### src/rtl/uart_rx_buffered.sv
//------------------------------------------------------------------------------
// Module : uart_rx_buffered
// Brief  : 8N1 UART receiver (16x oversampled) feeding a one-byte holding buffer.
// Rev    : 1.0 - initial release
//------------------------------------------------------------------------------
`timescale 1ns/1ps
`default_nettype none

module uart_rx_buffered #(
  parameter int DBIT    = 8,
  parameter int SB_TICK = 16
) (
  input  logic            clk,
  input  logic            reset,
  input  logic            s_tick,
  input  logic            rx,
  input  logic            rd_uart,
  output logic [DBIT-1:0] r_data,
  output logic            rx_empty,
  output logic            frame_err,
  output logic            overrun_err
);

  // Tick counter must reach both 15 (data bits) and SB_TICK-1 (stop bit).
  localparam int c_S_W = (SB_TICK > 16) ? $clog2(SB_TICK) : 4;
  localparam int c_N_W = (DBIT > 1) ? $clog2(DBIT) : 1;

  typedef enum logic [1:0] {
    IDLE  = 2'd0,
    START = 2'd1,
    DATA  = 2'd2,
    STOP  = 2'd3
  } state_t;

  logic            r_rx_meta;
  logic            r_rx_s;
  state_t          r_state;
  logic [c_S_W-1:0] r_s;
  logic [c_N_W-1:0] r_n;
  logic [DBIT-1:0] r_b;

  state_t          w_state_nx;
  logic [c_S_W-1:0] w_s_nx;
  logic [c_N_W-1:0] w_n_nx;
  logic [DBIT-1:0] w_b_nx;
  logic            w_done;
  logic            w_ferr;

  always_ff @(posedge clk) begin
    if (reset) begin
      r_rx_meta <= 1'b1;
      r_rx_s    <= 1'b1;
    end else begin
      r_rx_meta <= rx;
      r_rx_s    <= r_rx_meta;
    end
  end

  always_ff @(posedge clk) begin
    if (reset) begin
      r_state <= IDLE;
      r_s     <= '0;
      r_n     <= '0;
      r_b     <= '0;
    end else begin
      r_state <= w_state_nx;
      r_s     <= w_s_nx;
      r_n     <= w_n_nx;
      r_b     <= w_b_nx;
    end
  end

  always_comb begin
    w_state_nx = r_state;
    w_s_nx     = r_s;
    w_n_nx     = r_n;
    w_b_nx     = r_b;
    w_done     = 1'b0;
    w_ferr     = 1'b0;
    case (r_state)
      IDLE: begin
        if (!r_rx_s) begin
          w_state_nx = START;
          w_s_nx     = '0;
        end
      end
      START: begin
        if (s_tick) begin
          if (r_s == c_S_W'(7)) begin
            if (!r_rx_s) begin
              w_state_nx = DATA;
              w_s_nx     = '0;
              w_n_nx     = '0;
            end else begin
              w_state_nx = IDLE;
            end
          end else begin
            w_s_nx = r_s + c_S_W'(1);
          end
        end
      end
      DATA: begin
        if (s_tick) begin
          if (r_s == c_S_W'(15)) begin
            w_s_nx = '0;
            w_b_nx = {r_rx_s, r_b[DBIT-1:1]};
            if (r_n == c_N_W'(DBIT - 1)) begin
              w_state_nx = STOP;
            end else begin
              w_n_nx = r_n + c_N_W'(1);
            end
          end else begin
            w_s_nx = r_s + c_S_W'(1);
          end
        end
      end
      STOP: begin
        if (s_tick) begin
          if (r_s == c_S_W'(SB_TICK - 1)) begin
            w_state_nx = IDLE;
            w_done     = r_rx_s;
            w_ferr     = ~r_rx_s;
          end else begin
            w_s_nx = r_s + c_S_W'(1);
          end
        end
      end
      default: w_state_nx = IDLE;
    endcase
  end

  // A pop in the done cycle frees the slot, so the new byte loads without overrun.
  always_ff @(posedge clk) begin
    if (reset) begin
      r_data      <= '0;
      rx_empty    <= 1'b1;
      frame_err   <= 1'b0;
      overrun_err <= 1'b0;
    end else begin
      frame_err   <= w_ferr;
      overrun_err <= 1'b0;
      if (w_done) begin
        if (rx_empty || rd_uart) begin
          r_data   <= r_b;
          rx_empty <= 1'b0;
        end else begin
          overrun_err <= 1'b1;
        end
      end else if (rd_uart && !rx_empty) begin
        rx_empty <= 1'b1;
      end
    end
  end

endmodule

`default_nettype wire

### config.mk
export PLATFORM = sky130hd
export DESIGN_NAME = uart_rx_buffered
export DESIGN_NICKNAME = d
export VERILOG_FILES = /design/src/rtl/uart_rx_buffered.sv
export SDC_FILE = /design/constraint.sdc
export NUM_CORES = 1
export LEC_CHECK = 0
export CORE_MARGIN = 3
export CORE_UTILIZATION = 61
export CTS_BUF_LIST = sky130_fd_sc_hd__clkbuf_8
export CTS_CLUSTER_SIZE = 8
export DETAILED_ROUTE_END_ITERATION = 12
export GPL_ROUTABILITY_DRIVEN = 0
export HOLD_SLACK_MARGIN = 0.05
export MAX_ROUTING_LAYER = met4
export PLACE_DENSITY = 0.84
export SLEW_MARGIN = 5
export SYNTH_ARGS = -nofsm -noshare
export SYNTH_HDL_FRONTEND = slang
export SYNTH_SLANG_ARGS = --single-unit
### constraint.sdc
create_clock -name clk -period 2.5 [get_ports clk]
set_input_delay 0.5 -clock clk [delete_from_list [all_inputs] [get_ports clk]]
set_output_delay 0.5 -clock clk [all_outputs]
set_load 0.1 [all_outputs]
# Word level (Yosys, flattened, before mapping)

Index checks and enable logic that the tools add are counted.

Flip-flop bits (word level): 30
Input bits: 5
Output and inout port bits: 11
Word-level logic and storage cells: 81

Add/sub/neg operators: 2
Eq/ne operators: 18
Muxes and demuxes: 32
Bitwise gates (word level): 5
Reduce and logical (&&, ||, !) cells: 14

Operators by type and width:

| cell                                           | number |
|---|---|
| two-way mux 4 bit                              | 7 |
| != test 2 bit (second input constant)          | 11 |
| two-way mux 2 bit                              | 9 |
| two-way mux 3 bit                              | 6 |
| one-hot mux 4 bit (4 select lines)             | 1 |
| one-hot mux 2 bit (4 select lines)             | 1 |
| AND reduction 8 bit                            | 1 |
| two-way mux 1 bit                              | 7 |
| AND reduction 7 bit                            | 1 |
| one-hot mux 3 bit (2 select lines)             | 1 |
| NOT 1 bit                                      | 5 |
| adder 4 x 1 -> 4 bit (second input constant)   | 1 |
| == test 2 bit (second input constant)          | 2 |
| == test 4 x 3 -> 1 bit (second input constant) | 1 |
| == test 4 bit (second input constant)          | 1 |
| AND reduction 2 bit                            | 2 |
| AND reduction 4 bit                            | 1 |
| nonzero test 2 bit                             | 2 |
| OR reduction 4 bit                             | 1 |
| adder 3 x 1 -> 3 bit (second input constant)   | 1 |
| == test 3 bit (second input constant)          | 1 |
| AND reduction 3 bit                            | 1 |
| == test 2 x 1 -> 1 bit (second input constant) | 1 |
| logical NOT 2 bit                              | 1 |
| other kinds (5)                                | 5 |

# Depth between registers and ports, before layout

Gate-level depths: netlist of run 1.

Word-level depth: 6
Depth in mapped cells: 6
Depth with buffers taken out: 6

# Worst setup path after synthesis of run 1

No wires, ideal clock.

Path type: register to register
From: reg rx_empty
To: reg r_data[0]
Setup time: 128 ps
Data arrival time: 1863 ps
Required time: 2372 ps
Path slack: 510 ps
Stages on the path, launching flop included: 5
Cell sequence: dfxtp_1 nor2_1 nor3_4 mux2i_1 nor2_1

Longest elaborated chain between the ends: 2

Ends and longest elaborated chain:

| item                                 | line | text |
|---|---|---|
| start: declaration                   | 19   | `output logic rx_empty,` |
| start signal: assignment             | 136  | `rx_empty <= 1'b1;` |
| start signal: assignment             | 145  | `rx_empty <= 1'b0;` |
| start signal: assignment             | 150  | `rx_empty <= 1'b1;` |
| logical OR 1 bit                     | 143  | `if (rx_empty \|\| rd_uart) begin` |
| AND reduction 2 bit (no source line) | -    |  |
| end signal: assignment               | 144  | `r_data <= r_b;` |
| end: declaration                     | 18   | `output logic [DBIT-1:0] r_data,` |

Every way passes these cells.
A chain may end at the register's enable or synchronous reset.

# Worst setup path in the final report of run 1

From: in s_tick
To: reg r_n[2]

Longest elaborated chain between the ends: 2

Ends and longest elaborated chain:

| item                                     | line | text |
|---|---|---|
| start: declaration                       | 15   | `input logic s_tick,` |
| != test 2 bit (no source line)           | -    |  |
| AND reduction 7 bit (no source line) (*) | -    |  |
| end signal: assignment                   | 68   | `r_n <= w_n_nx;` |
| end: declaration                         | 39   | `logic [c_N_W-1:0] r_n;` |

Mark *: on every way between the ends. The rest lies on a longest branch, timed or not.

==> flow_metrics.tcl, run 1 <==
set metrics [dict create \
    ys_seq_elements 30 \
    grt_pass1_wl_mm 4.42 \
    worstMarginPinSlew_ns 0.563 \
    drive_gt1_share_pct 19.4 \
    num_rows 16 \
    cts_buffers 5 \
    diodes 0 \
    reg2reg_to "r_n[2]" \
    routed_wl_mm 2.54 \
    reg2reg_depth 5 \
    start_util_pct 65.4 \
    grtUsageMet2_pct 34.3 \
    overflow 0 \
    fp.dieH_um 52.1 \
    syn_inst 141 \
    finalCriticalPeriod_ns 1.95 \
    crit_cells 5 \
    track_usage_pct 23.4 \
    endpoint "r_n[2]" \
    wl_per_cell_um 13.6 \
    mappedNetlistArea_um2 1300 \
    die_area_um2 2710 \
    detail_route.vias_per_cell 5.71 \
    fin_nets 167 \
    yosysWarnings 0 \
    die_w_um 52.1 \
    layout-area-overhead-vs-synth_pct 22.6 \
    hold_buffers 0 \
    cts-root-buf "clkbuf_8" \
    fin_util_pct 80.2 \
    min_path_type "reg -> reg" \
    slew_viol_final 0 \
    drc 0 \
    status "completed" \
    finalHoldViolCount 0 \
    max-cap-violations 0 \
    cts_tree "done" \
    worstPathRequired_ns 2.68 \
    final_cell_mix "dfxtp_1, a21oi_1, buf_4" \
    setup_viol_count_final 0 \
    rsz0062_at_grt "false" \
    layout_commonest_cell "dfxtp_1" \
    slew_headroom_pct 62.2 \
    synth_edf_count 0 \
    path_clk_slew_ns 0.06 \
    crit_path_cell_trace "clkdlybuf4s50_1 > nand4_4 > o21ai_1 > a21boi_0 > o21ba_2" \
    power_density_nw_per_um2 705 \
    r2r_start "r_s[0]" \
    p_leak_nw 0.590 \
    fill_cells 134 \
    worst_setup_path_start_kind "input port" \
    drtIter0Drc 25 \
    cts_setup_buffers 0 \
    portBuffers 15 \
    yosysSeqAreaShare_pct 46.3 \
    synthArstFlopShare_pct 0 \
    critPathBufInv 1 \
    grt_antenna_before_repair 0 \
    critPathKind "in -> reg" \
    r2r_slack_ns 0.69 \
    met1_usage_pct 28.4 \
    critical_path.max_stage_delay_ns 0.58 \
    cts_max_level 2 \
    multi_input_area_um2 648 \
    crit_path_max_fanout 14 \
    ys.flop_type "dfxtp_1" \
    finalClockSkew_ns 0.0107 \
    core-area_um2 1980 \
    synth_nets 149 \
    grt_pass1_vias 966 \
    dpl.cell_count 179 \
    drtAntennaViolNets 0 \
    grt_max_degree 23 \
    cts.sinks 30 \
    worst_hold_slack_ns 0.422 \
    holdPathStages 1 \
    pin_count 16 \
    regArea_um2 601 \
    min_period_over_period_pct 77.9 \
    crit_arrival_ns 2.12 \
    crit_start "s_tick" \
    fmax_mhz 514 \
    cts.path.max_buffers 2 \
    clk_latency_ns 0.28 \
    synth.avg_cell_area_um2 9.19 \
    grt-busiest-layer "met2" \
    setup_tns_ns 0 \
    first_pass_iters 4 \
    cts-resized-gates 0 \
    irDropWorstVdd_v 0.000772 \
    finalPower_mw 1.12 \
    synth_cell_types 33 \
    endpoint_kind "flop" \
    cp_slowest_cell "clkdlybuf4s50_1" \
    use_met3_pct 6.88 \
    vias 1067 \
    hold_path.startpoint "r_rx_meta" \
    fin_cells 187 \
    critical-path-top-delay-family "compound AO/OA/AOI/OAI gates" \
    dp_hpwl_mm 1.73 \
]
## worst min-delay path by stage
stage	to
2_1_floorplan	r_rx_s
3_3_place_gp	r_rx_s
3_5_place_dp	r_rx_s
4_1_cts	r_rx_s
5_1_grt	r_rx_s
6_report	r_rx_s
## synthesized netlist by cell type, drive strengths merged (2+ instances only)
cell    number  area share (%)
a21boi       2             1.2
a21oi       15             5.8
and4b        2             1.5
buf          2            0.77
clkbuf       5             1.4
dfxtp       30              46
ha           3             2.9
inv          5             1.4
mux2i        9             7.0
nand2       10             2.9
nand2b       4             1.9
nand3        4             1.5
nor2        13             3.8
nor2b        2            0.97
nor3         3             2.0
o21ai       12             4.6
o21ba        2             1.5
o21bai       2             1.2
o22ai        2             1.4
o32ai        3             2.0
or2          2            0.97
## cells by family (layout without fill, tap and decap cells)
logic type	after synthesis	count (layout)	share of synthesized area (%)
multiplexers	9	9	6.95
adder cells (fa/ha/maj)	3	3	2.90
flip-flops	30	30	46.3
AND/OR/NAND/NOR	46	46	20.5
AO/OA/AOI/OAI	40	40	19.0
XOR/XNOR	1	1	0.676
buffers and inverters	12	31	3.67
## state kept, by name, summed over array words and instances, names as in the netlist, named ones only
name         flops
frame_err        1
overrun_err      1
r_b              8
r_data           8
r_n              3
r_rx_meta        1
r_rx_s           1
r_s              4
r_state          1
rx_empty         1
## power by group
part,switching (mW),internal [mW]
sequential,0.00481,0.481
clock,0.179,0.425
combinational,0.0154,0.0157
total,0.199,0.922
## through the flow
step | instance area [µm²] | setup slack [ns]
after CTS | 1590 | 0.571
final | 1590 | 0.553
after global routing | 1590 | 0.442
after detailed placement | 1450 | 0.257
after global placement | 1450 | 0.373
after floorplan | 1300 | 0.510
## metal layers
| layer | routed length (µm) | share of wire (%) |
|---|---|---|
| met3 | 120 | 4.7 |
| met4 | 67 | 2.6 |
| met2 | 1210 | 48 |
| met1 | 1140 | 45 |
| met5 | 0 | 0 |
## cell type report
cell class,instances,area share [%]
clock buffers,6,5.20
clock inverters,2,3.78
inverters,5,1.18
multi-input cells,99,40.8
flip-flops and latches,30,37.8
well taps,27,2.13
repair buffers,18,9.13
(Power assumes the default switching activity.)
==> inputs of run 2 (changes only) <==
- CORE_UTILIZATION: 61 -> 51
- PLACE_DENSITY: 0.84 -> 0.75
- clock period: 2.5 -> 1.75 ns (I/O delays scaled with it)
==> run 2 against run 1 <==
  * Clock-buffer cell count is 1 lower
  * Clock power down 18%
  * Non-clock buffer count rose by 9
  * Routed wire length grew 12%
  * Hold slack got worse by 0.010 ns
  * Flip-flop and latch count is the same
  * Utilization decreased by 4.9 points
  * Combinational power is 79% higher
  * Via count up 5.9%
  * Final cell count increased by 4.8%
  * Critical endpoint is now r_s[3]
  * Largest cell class unchanged
  * Largest power group is now sequential cells
==> flow_metrics.tcl, run 2 (synthesis results as in run 1) <==
set metrics [dict create \
    status "completed" \
    fin_util_pct 75.3 \
    clk_latency_ns 0.28 \
    power_density_nw_per_um2 712 \
    endpoint_kind "flop" \
    crit_path_max_fanout 4 \
    fin_nets 176 \
    drtIter0Drc 41 \
    portBuffers 15 \
    finalCriticalPeriod_ns 1.61 \
    detail_route.vias_per_cell 5.77 \
    layout-area-overhead-vs-synth_pct 34.7 \
    vias 1130 \
    layout_commonest_cell "dfxtp_1" \
    core-area_um2 2320 \
    p_int_mw 0.975 \
    cts-root-buf "clkbuf_8" \
    cts.path.max_buffers 2 \
    irDropWorstVdd_v 0.000595 \
    start_util_pct 55.9 \
    slew_viol_final 0 \
    diodes 0 \
    p_leak_nw 0.639 \
    overflow 0 \
    first_pass_iters 4 \
    drtAntennaViolNets 0 \
    die_w_um 56.4 \
    reg_top3 "r_b x8, r_data x8, r_s x4" \
    pin_count 16 \
    grt_max_degree 23 \
    cts_setup_buffers 0 \
    finalClockSkew_ns 0.00263 \
    final_cell_mix "dfxtp_1, a21oi_1, nor2_1" \
    wl_per_cell_um 14.5 \
    worst_setup_path_start_kind "flop" \
    grt_antenna_before_repair 0 \
    drive_gt1_share_pct 23.2 \
    worstMarginPinSlew_ns 0.413 \
    cts.sinks 30 \
    dpl_cell_area_um2 1670 \
    crit_arrival_ns 1.78 \
    fill_cells 163 \
    die_area_um2 3180 \
    track_usage_pct 20.9 \
    p_switching_mw 0.268 \
    final_area_um2 1750 \
    setup_tns_ns 0 \
    grt_pass1_vias 1073 \
    max-cap-violations 0 \
    slew_headroom_pct 72.5 \
    worstPathRequired_ns 1.93 \
    setup_viol_count_final 0 \
    min_period_over_period_pct 91.8 \
    critPathKind "reg -> reg" \
    cts_max_level 2 \
    path_clk_slew_ns 0.06 \
    combPwrFrac_pct 4.5 \
    finalHoldViolCount 0 \
    drc 0 \
    dp_hpwl_mm 1.89 \
    grt_pass1_wl_mm 4.97 \
    fp.dieH_um 56.4 \
    rsz0062_at_grt "false" \
    p_sw_share_pct 21.5 \
    fmax_mhz 622 \
    min_path_type "reg -> reg" \
    power.share.clock_pct 39.9 \
    power_frac_seq_pct 55.6 \
    cts_tree "done" \
    num_rows 17 \
    cts_buffers 5 \
    routed_wl_mm 2.83 \
    worst_hold_slack_ns 0.412 \
    hold_buffers 0 \
]
run 2: cell count changes in the layout (fill, tap and decap cells not counted), sizes merged:
cell	previous run	this run
inv	5	7
buf	14	23
clkbuf	6	5
bufinv	2	0
run 2: path summary, 6_finish.rpt:
path | from | to | slack [ns] | depth (start not counted)
worst max-delay path | r_s[0] | r_s[3] | 0.14 | 5
worst min-delay path | r_rx_meta | r_rx_s | 0.41 | 1
worst max register to register | r_s[0] | r_s[3] | 0.14 | 5
worst min register to register | r_rx_meta | r_rx_s | 0.41 | 1
run 2: cell type report:
type                    count  area (µm²)  area share (%)
flip-flops and latches     30         602            34.5
clock inverters             2        7.51           0.430
well taps                  28        35.0            2.01
inverters                   5        18.8            1.08
multi-input cells          99         651            37.3
clock buffers               5        68.8            3.94
repair buffers             27         363            20.8
run 2: metal layers:
metal	GRT usage (%)	up-vias	wire length, µm
li1	-	552	-
met1	24.9	528	1270
met5	-	-	0
met4	9.83	0	36
met2	31.9	44	1370
met3	6.90	6	160
run 2: power by group through the flow:
stage	clock network (mW)	logic [mW]	registers [mW]
floorplan	0	0.0290	0.705
global placement	0	0.0526	0.705
detailed placement	0	0.0544	0.705
CTS	0.511	0.0552	0.691
global route	0.537	0.0605	0.691
finish	0.496	0.0558	0.691
run 2: repair_timing:
| item | in CTS | in global routing |
|---|---|---|
| resized for setup | 0 | 1 |
| endpoints found under the hold margin | 0 | 0 |
| endpoints found under the setup margin | 0 | 5 |
run 2: worst max-delay path: stages, from the launching register on:
cell and delay, ns:
dfxtp_1 0.34, ha_2 0.24, nand3b_1 0.12, a21oi_1 0.09, or4b_1 0.56, o32ai_1 0.16
run 2: through the flow:
stage | cells | setup slack, ns | power [mW]
floorplan | 141 | 0.115 | 0.734
global placement | 189 | -0.0553 | 0.757
detailed placement | 189 | -0.102 | 0.760
CTS | 196 | 0.0678 | 1.26
global route | 196 | 0.00678 | 1.29
finish | 196 | 0.143 | 1.24
==> inputs of run 3 (changes only) <==
==> constraint.sdc (replaced) <==
create_clock -name clk -period 1.75 [get_ports clk]
set_input_delay 0.4375 -clock clk [delete_from_list [all_inputs] [get_ports clk]]
set_output_delay 0.4375 -clock clk [all_outputs]
set_load 0.1 [all_outputs]
==> run 3 against run 2 <==
  * Global-route usage shrank 2.5 points
  * Sequential share of layout area decreased by 1.4 points
  * Critical path depth is 1 higher
  * Maximum frequency increased by 2.7%
  * Power increased by 28%
  * Hold slack got worse by 0.011 ns
==> flow_metrics.tcl, run 3 (synthesis results as in run 1) <==
set metrics [dict create \
    status "completed" \
    grt_pass1_wl_mm 4.52 \
    layout-area-overhead-vs-synth_pct 40.5 \
    drtAntennaViolNets 0 \
    cts_buffers 5 \
    finalClockSkew_ns 0.00717 \
    p_int_mw 1.32 \
    worst_slack_ns 0.186 \
    cts.sinks 30 \
    worstMarginPinSlew_ns 0.327 \
    power_frac_seq_pct 43.3 \
    critical_path.max_stage_delay_ns 0.38 \
    final_area_um2 1820 \
    cts.path.max_buffers 2 \
    cts_tree "done" \
    routed_wl_mm 2.55 \
    r2r_start "r_s[0]" \
    cts_max_level 2 \
    min_period_over_period_pct 89.4 \
    p_switching_mw 0.275 \
    endpoint_kind "flop" \
    slew_viol_final 0 \
    fill_cells 146 \
    cts_setup_buffers 0 \
    p_sw_share_pct 17.2 \
    setup_tns_ns 0 \
    die_w_um 56.4 \
    final_cell_mix "dfxtp_1, a21oi_1, nor2_1" \
    reg2reg_to "r_n[1]" \
    path_clk_slew_ns 0.06 \
    irDropWorstVdd_v 0.000954 \
    combPwrFrac_pct 3.4 \
    first_pass_iters 4 \
    reg_top3 "r_b x8, r_data x8, r_s x4" \
    multi_input_area_um2 651 \
    vias 1059 \
    critPathKind "reg -> reg" \
    crit_path_cell_trace "ha_2 > nand3b_1 > buf_4 > o22ai_2 > a21boi_0 > o21ba_2" \
    slew_headroom_pct 78.1 \
    r2r_slack_ns 0.19 \
    diodes 0 \
    pin_count 16 \
    core-area_um2 2320 \
    finalHoldViolCount 0 \
    max-cap-violations 0 \
    portBuffers 15 \
    p_leak_nw 0.679 \
    worstPathRequired_ns 1.92 \
    power.share.clock_pct 53.4 \
    num_rows 17 \
    fin_nets 177 \
    grt_pass1_vias 1008 \
    regArea_um2 602 \
    track_usage_pct 18.5 \
    die_area_um2 3180 \
    dp_slack_ns -0.193 \
    grt_antenna_before_repair 0 \
    rsz0062_at_grt "false" \
    worst_setup_path_start_kind "flop" \
    fmax_mhz 639 \
    crit_path_max_fanout 6 \
    fp.dieH_um 56.4 \
    start_util_pct 55.9 \
    setup_viol_count_final 0 \
    overflow 0 \
    hold_path.startpoint "r_rx_meta" \
    layout_commonest_cell "dfxtp_1" \
    clk_latency_ns 0.28 \
    holdPathStages 1 \
    min_path_type "reg -> reg" \
    min_to "r_rx_s" \
    drive_gt1_share_pct 25.3 \
    drc 0 \
    finalCriticalPeriod_ns 1.56 \
    fin_util_pct 78.6 \
    wl_per_cell_um 12.9 \
    cts-root-buf "clkbuf_8" \
    reg2reg_depth 6 \
    crit_arrival_ns 1.74 \
    dp_hpwl_mm 1.75 \
    cp_slowest_cell "dfxtp_1" \
    power_density_nw_per_um2 876 \
    dpl_cell_area_um2 1670 \
    drtIter0Drc 17 \
    detail_route.vias_per_cell 5.35 \
    grt_max_degree 21 \
]
[run 3: power by group through the flow]
stage	logic (mW)	registers (mW)	clock network, mW
2_1_floorplan	0.0290	0.705	0
3_3_place_gp	0.0528	0.705	0
3_5_place_dp	0.0530	0.705	0
4_1_cts	0.0537	0.690	0.869
5_1_grt	0.0589	0.690	0.905
6_report	0.0538	0.690	0.852
[run 3: worst max-delay path, delay by kind of cell, from the launching register on]
family | cells | cell delay (ns)
and+or+nand+nor | 1 | 0.11
DFF | 1 | 0.38
AOI/OAI and AO/OA | 3 | 0.55
buffers and inverters | 1 | 0.16
adders and majority gates | 1 | 0.26
[run 3: cell type report]
| class | count | share of cell area (%) |
|---|---|---|
| clock inverters | 2 | 3.30 |
| repair buffers | 28 | 20.5 |
| well taps | 28 | 1.92 |
| multi-input cells | 99 | 35.7 |
| flip-flops and latches | 30 | 33.0 |
| inverters | 5 | 1.03 |
| clock buffers | 6 | 4.53 |
[run 3: per-stage QoR]
stage / cells / power, mW / hold WS [ns]
floorplan: 141 / 0.734 / 0.389
global placement: 190 / 0.758 / 0.393
detailed placement: 190 / 0.758 / 0.395
CTS: 198 / 1.61 / 0.402
global route: 198 / 1.65 / 0.418
finish: 198 / 1.60 / 0.401
[run 3: worst max path at each step]
stage / cells past startpoint / slack (ns) / start / to
after global placement: 6 / -0.14 / s_tick / r_data[7]
final: 6 / 0.19 / r_s[0] / r_n[1]
after detailed placement: 6 / -0.19 / s_tick / r_data[0]
after floorplan: 4 / 0.12 / rx_empty / r_data[0]
after CTS: 6 / 0.07 / s_tick / r_data[2]
after global routing: 7 / 0.05 / r_s[0] / r_b[1]
[run 3: what timing repair did]
action / in CTS / in global routing
setup endpoints to repair: 0 / 2
hold buffers: 0 / 0
resized for setup: 0 / 2
hold endpoints to repair: 0 / 0
[run 3: layer usage]
layer | global-route usage, % | vias up | routed length, µm
li1 | - | 553 | -
met1 | 23.1 | 478 | 1220
met2 | 27.9 | 22 | 1190
met3 | 5.06 | 6 | 110
met4 | 8.14 | 0 | 39
met5 | - | - | 0
==> RTL edit (settings of run 1) <==
`DBIT`: 8 -> 4.
--- a/src/rtl/uart_rx_buffered.sv
+++ b/src/rtl/uart_rx_buffered.sv
@@ -9,3 +9,3 @@
 module uart_rx_buffered #(
-  parameter int DBIT    = 8,
+  parameter int DBIT    = 4,
   parameter int SB_TICK = 16
Ports: changed (resized r_data); port bits go from 16 to 12. No check against the original RTL was run, so the function may have changed too.
==> RTL edit against run 1 <==
Via count down 29%; total power down 48%; area after synthesis down 23%; routed wire length down 33%; cell area down 29%; worst hold slack worse by 12 ps; sequential cell count down 9; setup slack better by 150 ps; largest cell class unchanged.
==> RTL edit: results (changes against run 1) <==
The deepest level of the CTS H-tree is 1 (-1). The average wire length per cell after detail routing is 13.3 um (-2.0%). The synthesized area divided by synthesized cell count came out at 9.71 um^2 (+5.6%).

The number of buffers inserted during clock tree synthesis came out at 3 (-2). The latest clock arrival within the worst-skew pair came out at 250 ps (-30 ps). The quantity of I/O buffers inserted on ports is 11 (-4). The HPWL reported at the end of detailed placement came out at 1200 um (-31%). The DRC violation total after the first TritonRoute iteration came out at 14 (-44%). The number of placed instances with taps included is 124 (-31%). The final setup skew is 2.66 ps (-8.05 ps).

The wire length of the first global-routing pass came out at 2820 um (-36%). The placed cell area came out at 1080 um^2 (-25%). The fraction of layout instances using a drive strength above 1 is 23.9% (+4.5 points). The routed metal-1 wire length came out at 799 um (-30%). In the final layout, the registers with the most flip-flops are r_b: 4 flops, r_data: 4 flops, r_s: 4 flops. In the synthesized netlist, the cells that appear most often are dfxtp_1 (21), nor2_1 (12), mux2i_1 (9).

The total via count after detailed routing came out at 761 (-29%). The overall track demand over capacity in global routing came to 19.4% (-4.0 points). The number of fill cells in the layout came to 94 (-30%). The routing usage on met3 was 7.03% (+0.15 points). The register area share after synthesis came to 42.1% (-4.3 points). The flow ran to the end, and the final reports show no timing, DRC or antenna violations.

The cell leakage power is 0.000448 uW (-24%). The non-filler instance count after layout came out at 128 (-32%). The met3 layer wire length in the routed design is 95 um (-21%). The area taken by flip-flops and latches came out at 420 um^2 (-30%). The worst-case setup slack after placement came out at 453 ps (+196 ps). The largest net degree at the start of global routing is 24 (+4.3%).

The routed wire length on met2 is 785 um (-35%). The worst ir drop on vdd came to 0.536 mV (-31%).
==> RTL edit: cell types whose count changed in the layout (fill, tap and decap cells not counted), moves of 3 or more <==
cell and delta:
nand2_1 -7, buf_4 -6, inv_1 -4, a21oi_1 -12
o21ai_0 -9, dfxtp_1 -9, clkbuf_8 -3
==> RTL edit: worst max-delay path, delay by kind of cell <==
kind | cells | cell delay (ps)
and+or+nand+nor | 3 | 620
muxes | 1 | 260
buffers and inverters | 1 | 560
==> RTL edit: where the power goes <==
group / internal, uW / switching (uW) / total [uW]
sequential: 338 / 5.87 / 343
combinational: 15.8 / 15.3 / 31.0
clock: 109 / 98.7 / 208
==> RTL edit: path summary, 6_finish.rpt <==
check / slack, ps / from / endpoint
max: 710 / s_tick / r_data[2]$_SDFFE_PP0P_
max reg2reg: 870 / r_s[0]$_SDFFE_PP0P_ / r_data[2]$_SDFFE_PP0P_
min reg2reg: 410 / r_rx_meta$_SDFF_PP1_ / r_rx_s$_SDFF_PP1_
min: 410 / r_rx_meta$_SDFF_PP1_ / r_rx_s$_SDFF_PP1_
==> RTL edit: logic make-up (layout without fill, tap and decap cells) <==
| group | count (synthesis) | in the layout | share of synthesized area [%] |
|---|---|---|---|
| AOI/OAI and AO/OA | 19 | 19 | 15.9 |
| and+or+nand+nor | 39 | 39 | 21.5 |
| xor gates and xnor gates | 3 | 3 | 2.63 |
| adders and majority gates | 2 | 2 | 2.50 |
| buffers and inverters | 9 | 19 | 5.26 |
| DFF | 21 | 21 | 42.1 |
| muxes | 10 | 10 | 10.1 |
==> RTL edit: area by class of cell <==
type	instances	area share (%)
multi-input cells	73	46.8
flip-flops and latches	21	37.4
repair buffers	12	8.90
clock buffers	3	3.67
well taps	15	1.67
inverters	3	1.22
clock inverters	1	0.334
